===== src/rtl/ex_pkg.sv =====
// Shared opcodes, result-class selects and divider state encoding for the execute stage.
package ex_pkg;

    localparam logic [7:0] ALU_NOP   = 8'b0000_0000;
    localparam logic [7:0] ALU_OR    = 8'b0010_0101;
    localparam logic [7:0] ALU_AND   = 8'b0010_0100;
    localparam logic [7:0] ALU_NOR   = 8'b0010_0111;
    localparam logic [7:0] ALU_XOR   = 8'b0010_0110;
    localparam logic [7:0] ALU_SLL   = 8'b0111_1100;
    localparam logic [7:0] ALU_SRL   = 8'b0000_0010;
    localparam logic [7:0] ALU_SRA   = 8'b0000_0011;
    localparam logic [7:0] ALU_ADD   = 8'b0010_0000;
    localparam logic [7:0] ALU_ADDU  = 8'b0010_0001;
    localparam logic [7:0] ALU_SUB   = 8'b0010_0010;
    localparam logic [7:0] ALU_SUBU  = 8'b0010_0011;
    localparam logic [7:0] ALU_SLT   = 8'b0010_1010;
    localparam logic [7:0] ALU_SLTU  = 8'b0010_1011;
    localparam logic [7:0] ALU_MULT  = 8'b0001_1000;
    localparam logic [7:0] ALU_MULTU = 8'b0001_1001;
    localparam logic [7:0] ALU_DIV   = 8'b0001_1010;
    localparam logic [7:0] ALU_DIVU  = 8'b0001_1011;

    localparam logic [2:0] SEL_NOP    = 3'b000;
    localparam logic [2:0] SEL_LOGIC  = 3'b001;
    localparam logic [2:0] SEL_SHIFT  = 3'b010;
    localparam logic [2:0] SEL_MULDIV = 3'b011;
    localparam logic [2:0] SEL_ARITH  = 3'b100;

    typedef enum logic [1:0] {
        DIV_IDLE = 2'd0,
        DIV_BUSY = 2'd1,
        DIV_DONE = 2'd2
    } div_state_t;

endpackage


===== src/rtl/ex_mc_div_seq.sv =====
// Iterative restoring radix-2 divider: magnitudes are latched on start, one quotient bit per cycle.
//   state    | meaning
//   DIV_IDLE | waiting; a start latches operands and stalls this cycle
//   DIV_BUSY | shifting/subtracting, cnt counts down remaining iterations
//   DIV_DONE | quotient/remainder valid for exactly one cycle
module div_seq
    import ex_pkg::*;
#(
    parameter int W = 32
) (
    input  logic         clk,
    input  logic         rst,
    input  logic         start,
    input  logic         annul,
    input  logic         signed_op,
    input  logic [W-1:0] dividend,
    input  logic [W-1:0] divisor,
    output logic         busy,
    output logic         done,
    output logic [W-1:0] quotient,
    output logic [W-1:0] remainder
);

    localparam int CW = $clog2(W);
    localparam logic [W-1:0] ONE = W'(1);

    div_state_t   state, state_nxt;
    logic [CW-1:0] cnt;
    logic [W-1:0] rem_q, quo_q, dvs_q;
    logic         neg_q, neg_r, dz_q;
    logic         fire, dz_in, take;
    logic [W-1:0] dividend_mag, divisor_mag;
    logic [W:0]   shifted, trial;

    assign fire         = start && !annul;
    assign dz_in        = (divisor == '0);
    assign dividend_mag = (signed_op && dividend[W-1]) ? (~dividend + ONE) : dividend;
    assign divisor_mag  = (signed_op && divisor[W-1])  ? (~divisor + ONE)  : divisor;
    assign shifted      = {rem_q, quo_q[W-1]};
    assign trial        = shifted - {1'b0, dvs_q};
    assign take         = !trial[W];

    always_ff @(posedge clk or negedge rst) begin
        if (!rst) begin
            state <= DIV_IDLE;
            cnt   <= '0;
            rem_q <= '0;
            quo_q <= '0;
            dvs_q <= '0;
            neg_q <= 1'b0;
            neg_r <= 1'b0;
            dz_q  <= 1'b0;
        end else begin
            state <= state_nxt;
            case (state)
                DIV_IDLE: begin
                    if (fire) begin
                        rem_q <= '0;
                        // On divide-by-zero the raw dividend is kept so it can be returned as remainder
                        quo_q <= dz_in ? dividend : dividend_mag;
                        dvs_q <= divisor_mag;
                        neg_q <= signed_op && (dividend[W-1] ^ divisor[W-1]);
                        neg_r <= signed_op && dividend[W-1];
                        dz_q  <= dz_in;
                        cnt   <= CW'(W - 1);
                    end
                end
                DIV_BUSY: begin
                    if (!annul) begin
                        rem_q <= take ? trial[W-1:0] : shifted[W-1:0];
                        quo_q <= {quo_q[W-2:0], take};
                        cnt   <= cnt - CW'(1);
                    end
                end
                default: ;
            endcase
        end
    end

    always_comb begin
        state_nxt = state;
        case (state)
            DIV_IDLE: if (fire) state_nxt = dz_in ? DIV_DONE : DIV_BUSY;
            DIV_BUSY: begin
                if (annul)            state_nxt = DIV_IDLE;
                else if (cnt == '0)   state_nxt = DIV_DONE;
            end
            DIV_DONE: state_nxt = DIV_IDLE;
            default:  state_nxt = DIV_IDLE;
        endcase
    end

    always_comb begin
        busy      = 1'b0;
        done      = 1'b0;
        case (state)
            DIV_IDLE: busy = fire;
            DIV_BUSY: busy = !annul;
            DIV_DONE: done = !annul;
            default:  ;
        endcase
        quotient  = dz_q ? '1    : (neg_q ? (~quo_q + ONE) : quo_q);
        remainder = dz_q ? quo_q : (neg_r ? (~rem_q + ONE) : rem_q);
    end

endmodule


===== src/rtl/ex_mc.sv =====
// Execute stage: combinational logic/shift/arith/multiply units plus a stalling sequential divider.
module ex_mc
    import ex_pkg::*;
#(
    parameter int W    = 32,
    parameter int RA_W = 5
) (
    input  logic            clk,
    input  logic            rst,
    input  logic            flush_i,
    input  logic [7:0]      aluop_i,
    input  logic [2:0]      alusel_i,
    input  logic [W-1:0]    reg1_i,
    input  logic [W-1:0]    reg2_i,
    input  logic [RA_W-1:0] wd_i,
    input  logic            wreg_i,
    output logic [RA_W-1:0] wd_o,
    output logic            wreg_o,
    output logic [W-1:0]    wdata_o,
    output logic            whilo_o,
    output logic [W-1:0]    hi_o,
    output logic [W-1:0]    lo_o,
    output logic            stallreq_o
);

    localparam int SW = $clog2(W);

    logic [SW-1:0]  shamt;
    logic [W-1:0]   logic_res, shift_res, arith_res;
    logic [W-1:0]   b_eff, sum;
    logic           sub_op, slt_s, slt_u, ovf;
    logic [2*W-1:0] mul_a, mul_b, prod;
    logic           is_mul, is_div;
    logic           div_busy, div_done;
    logic [W-1:0]   div_q, div_r;

    assign shamt = reg1_i[SW-1:0];

    always_comb begin
        case (aluop_i)
            ALU_OR:  logic_res = reg1_i | reg2_i;
            ALU_AND: logic_res = reg1_i & reg2_i;
            ALU_NOR: logic_res = ~(reg1_i | reg2_i);
            ALU_XOR: logic_res = reg1_i ^ reg2_i;
            default: logic_res = '0;
        endcase
    end

    always_comb begin
        case (aluop_i)
            ALU_SLL: shift_res = reg2_i << shamt;
            ALU_SRL: shift_res = reg2_i >> shamt;
            ALU_SRA: shift_res = $unsigned($signed(reg2_i) >>> shamt);
            default: shift_res = '0;
        endcase
    end

    // One adder serves add and subtract; overflow means the operand signs agreed but the sum's did not
    assign sub_op = (aluop_i == ALU_SUB) || (aluop_i == ALU_SUBU);
    assign b_eff  = sub_op ? ~reg2_i : reg2_i;
    assign sum    = reg1_i + b_eff + W'(sub_op);
    assign slt_s  = $signed(reg1_i) < $signed(reg2_i);
    assign slt_u  = reg1_i < reg2_i;
    assign ovf    = (alusel_i == SEL_ARITH)
                 && ((aluop_i == ALU_ADD) || (aluop_i == ALU_SUB))
                 && (reg1_i[W-1] == b_eff[W-1]) && (sum[W-1] != reg1_i[W-1]);

    always_comb begin
        case (aluop_i)
            ALU_ADD, ALU_ADDU, ALU_SUB, ALU_SUBU: arith_res = sum;
            ALU_SLT:  arith_res = W'(slt_s);
            ALU_SLTU: arith_res = W'(slt_u);
            default:  arith_res = '0;
        endcase
    end

    // Low 2W bits of the product of sign-extended operands equal the signed product
    assign mul_a = (aluop_i == ALU_MULT) ? {{W{reg1_i[W-1]}}, reg1_i} : {{W{1'b0}}, reg1_i};
    assign mul_b = (aluop_i == ALU_MULT) ? {{W{reg2_i[W-1]}}, reg2_i} : {{W{1'b0}}, reg2_i};
    assign prod  = mul_a * mul_b;

    assign is_mul = (alusel_i == SEL_MULDIV) && ((aluop_i == ALU_MULT) || (aluop_i == ALU_MULTU));
    assign is_div = (alusel_i == SEL_MULDIV) && ((aluop_i == ALU_DIV)  || (aluop_i == ALU_DIVU));

    div_seq #(.W(W)) u_div (
        .clk       (clk),
        .rst       (rst),
        .start     (is_div),
        .annul     (flush_i),
        .signed_op (aluop_i == ALU_DIV),
        .dividend  (reg1_i),
        .divisor   (reg2_i),
        .busy      (div_busy),
        .done      (div_done),
        .quotient  (div_q),
        .remainder (div_r)
    );

    always_comb begin
        wd_o       = '0;
        wreg_o     = 1'b0;
        wdata_o    = '0;
        whilo_o    = 1'b0;
        hi_o       = '0;
        lo_o       = '0;
        stallreq_o = 1'b0;
        if (rst) begin
            wd_o   = wd_i;
            wreg_o = wreg_i && !ovf && !flush_i;
            case (alusel_i)
                SEL_LOGIC: wdata_o = logic_res;
                SEL_SHIFT: wdata_o = shift_res;
                SEL_ARITH: wdata_o = arith_res;
                SEL_MULDIV: begin
                    if (is_mul) begin
                        whilo_o = 1'b1;
                        hi_o    = prod[2*W-1:W];
                        lo_o    = prod[W-1:0];
                    end else if (is_div) begin
                        whilo_o    = div_done;
                        hi_o       = div_r;
                        lo_o       = div_q;
                        stallreq_o = div_busy;
                    end
                end
                default: ;
            endcase
            if (flush_i) begin
                stallreq_o = 1'b0;
                whilo_o    = 1'b0;
            end
        end
    end

endmodule


===== config.mk =====
export PLATFORM = sky130hd
export DESIGN_NAME = ex_mc
export DESIGN_NICKNAME = d
export VERILOG_FILES = /design/src/rtl/ex_pkg.sv /design/src/rtl/ex_mc_div_seq.sv /design/src/rtl/ex_mc.sv
export SDC_FILE = /design/constraint.sdc
export NUM_CORES = 2
export LEC_CHECK = 0
export ABC_CLOCK_PERIOD_IN_PS = 9700
export BUFFER_PORTS_ARGS = -buffer_cell sky130_fd_sc_hd__buf_2
export CAP_MARGIN = 10
export CORE_MARGIN = 5
export CORE_UTILIZATION = 40
export CTS_CLUSTER_SIZE = 8
export DETAILED_ROUTE_END_ITERATION = 16
export PLACE_DENSITY = 0.6
export SYNTH_ARGS = -nofsm -noshare
export SYNTH_HDL_FRONTEND = slang
export SYNTH_HIERARCHICAL = 1
export SYNTH_SLANG_ARGS = --single-unit

===== constraint.sdc =====
create_clock -name clk -period 9.7 [get_ports clk]
set_clock_uncertainty 0.1 [all_clocks]
set_input_delay 0 -clock clk [delete_from_list [all_inputs] [get_ports clk]]
set_output_delay 0 -clock clk [all_outputs]
set_load 0.01 [all_outputs]

==> run metrics <==
status=complete, no violations; vias in the first global route=60300; core outline area=162000 um^2; Starting Density=40.2%; total die area=171000 um^2; via count=56800; Yosys cell types=93; ANT nets after route=0; Filler Cells Inserted=16300; fmax=106 MHz; CTS root buf=clkbuf_16; H-Tree Depth=3; Final Hold Vio Count=0; area of the multi-input gates=55000 um^2; max incr delay on CP=770 ps; deepest clock path buffer count=2; period utilization=97.5%; yosys warns=6; FP Rows=148; Register Area=2650 um^2; crit-path most repeated cell=fa_1; Crit Path Max Fanout=32; CTS buffer count=9; WL per Instance=25.9 um; Reg clk slew, reported paths=80 ps; synthesized area per cell=8.41 um^2; commonest non-fill, non-tap cell in the layout=inv_1; commonest cells after routing, fill and taps aside=1690 x inv_1, 1404 x fa_1, 1087 x nand2_1; r2r setup slk=4840 ps; RePlAce Congestion=1.02; worst-margin pin slew=1310 ps; Final setup violation count=0; crit path DAT=9360 ps; die width=414 um; Buf/Inv on CP=11; WP data required=9600 ps; largest net degree at the start of global routing=72; Remaining Overflow, GRT=0; io pins=188; GRT Resource Usage Total=31.0%; Final HPWL DP=218000 um; RR Startpoint=u_div/quo_q[31]$_DFFE_PN0P_; vias per cell=5.59; cell taking the most area after synthesis=fa_1; first-pass GRT wire length=392000 um; Worst Setup Path Type=in -> out; share of layout cells above drive strength 1=10.7%; synth-to-layout area growth=10.0%; Cells after Synth=7754; Sink Count=106; Seq/Total Area, Yosys=4.07%; Primary FF master, synth=dfrtp_1; Synth top area share=43.6%; CP Capture Type=primary output; Relative slew margins=12.8%; critical path depth=33; Critical Path Source Type=input pin; RSZ-0062 raised after global routing=yes; post-synthesis register bit count=106; Post-synth EDFFs=0; Initial DRT Pass Iterations=8; Core Util, Final=44.2%; Synth async-reset ratio=100%; CTS tree=done; HP Class=in -> async; CP delay by family, top=adder cells; slowest CP cell=buf_2; DRT iter0 DRCs=5443; Post-Syn Area=65200 um^2; number of max-cap violations=0; DRC Markers=0; clock latency on the worst-skew pair=360 ps; I/O Buffers=187; Nets=9949; Tmin final=9460 ps; Syn Nets=9731; Worst R2R End=u_div/rem_q[29]$_DFFE_PN0P_; initial antenna violation count=15; fin. max-slew vios=0; largest cells by area after synthesis=fa_1 44%, inv_1 9.8%, ha_1 9.1%, nand2_1 6.3%, dfrtp_1 4.1%; Reg2Reg Depth=12; Die Y=414 um; Post-Route WL=264000 um
[registers in the layout, indices dropped and copies added, names as in the netlist]
name         count
u_div/dvs_q     32
u_div/quo_q     32
u_div/rem_q     32
u_div/cnt        5
u_div/state      2
u_div/dz_q       1
u_div/neg_q      1
u_div/neg_r      1
[per-stage QoR]
step	TNS, ps	instances	hold slack [ps]	worst slack (ps)	instance area, um^2
2_1_floorplan	0	7754	-396	57.3	65200
3_3_place_gp	-1460	10100	-99.8	-258	70800
3_5_place_dp	-1310	10100	-93.5	-229	70800
4_1_cts	0	10100	59.0	6.47	71100
5_1_grt	-451	10200	101	-103	71700
6_report	0	10200	46.6	239	71800
[worst max path at each step]
stage | from | to
floorplan | aluop_i[2] | hi_o[24]
global placement | aluop_i[2] | hi_o[24]
detailed placement | aluop_i[2] | hi_o[24]
CTS | aluop_i[2] | hi_o[24]
global route | aluop_i[7] | hi_o[26]
finish | reg2_i[21] | hi_o[12]
[Yosys cell counts, types with 30 or more instances]
cell	count
nand2_1	1097
fa_1	1421
mux4_2	50
and3_1	38
a21oi_1	291
xor2_1	132
dfrtp_1	106
a31oi_1	38
nor3_1	69
inv_1	1707
o31ai_1	41
mux2i_1	95
o211ai_1	38
a21o_1	59
buf_1	85
nand3_1	49
nor2_1	647
xnor2_1	183
clkbuf_1	316
ha_1	472
nand2b_1	35
a221o_1	30
o21ai_0	306
[kinds of logic (layout without fill, tap and decap cells)]
kind of cell	Yosys count	in the layout	share of synthesized area, %
xor gates and xnor gates	315	315	4.23
buffers and inverters	2150	2373	12.4
AOI/OAI and AO/OA	1018	1018	9.69
adders and majority gates	1896	1896	52.7
DFF	106	106	4.07
other	0	11	0
and+or+nand+nor	2120	2120	13.6
muxes	149	149	3.25
[worst register-to-register path, stage by stage (launching register included)]
cell and delay, ps:
dfrtp_1 410, inv_1 150, ha_1 270, fa_1 420, nand2b_1 190, a211o_1 330, a211oi_1 340, o2111ai_1 250
nand3_1 200, a31oi_1 240, xnor2_1 910, nor2_2 450, a221o_1 480
[metal layers]
layer	track usage [%]	part of all wire, %
met1	38.4	37
met2	49.0	45
met3	7.54	10
met4	18.6	7.9
met5	0	0.023
[cell type report]
class | instances | area share (%)
Multi-Input combinational cell | 5498 | 76.7
Inverter | 1727 | 9.04
Timing Repair Buffer | 630 | 6.34
Tap cell | 2175 | 3.79
Sequential cell | 106 | 3.70
Clock buffer | 9 | 0.314
Clock inverter | 7 | 0.0976
Antenna cell | 11 | 0.0384
[repair_timing]
| action | CTS | global route |
|---|---|---|
| resized for setup | 13 | 137 |
| cloned | 0 | 0 |
| pin swaps | 3 | 78 |
| setup endpoints to repair | 14 | 20 |
| hold buffers | 2 | 0 |
| buffers inserted | 0 | 9 |
| endpoints found under the hold margin | 36 | 0 |
Power is left out: the tool's default activity adds up to more than one toggle a clock period on the data nets, which glitch-free logic cannot reach.
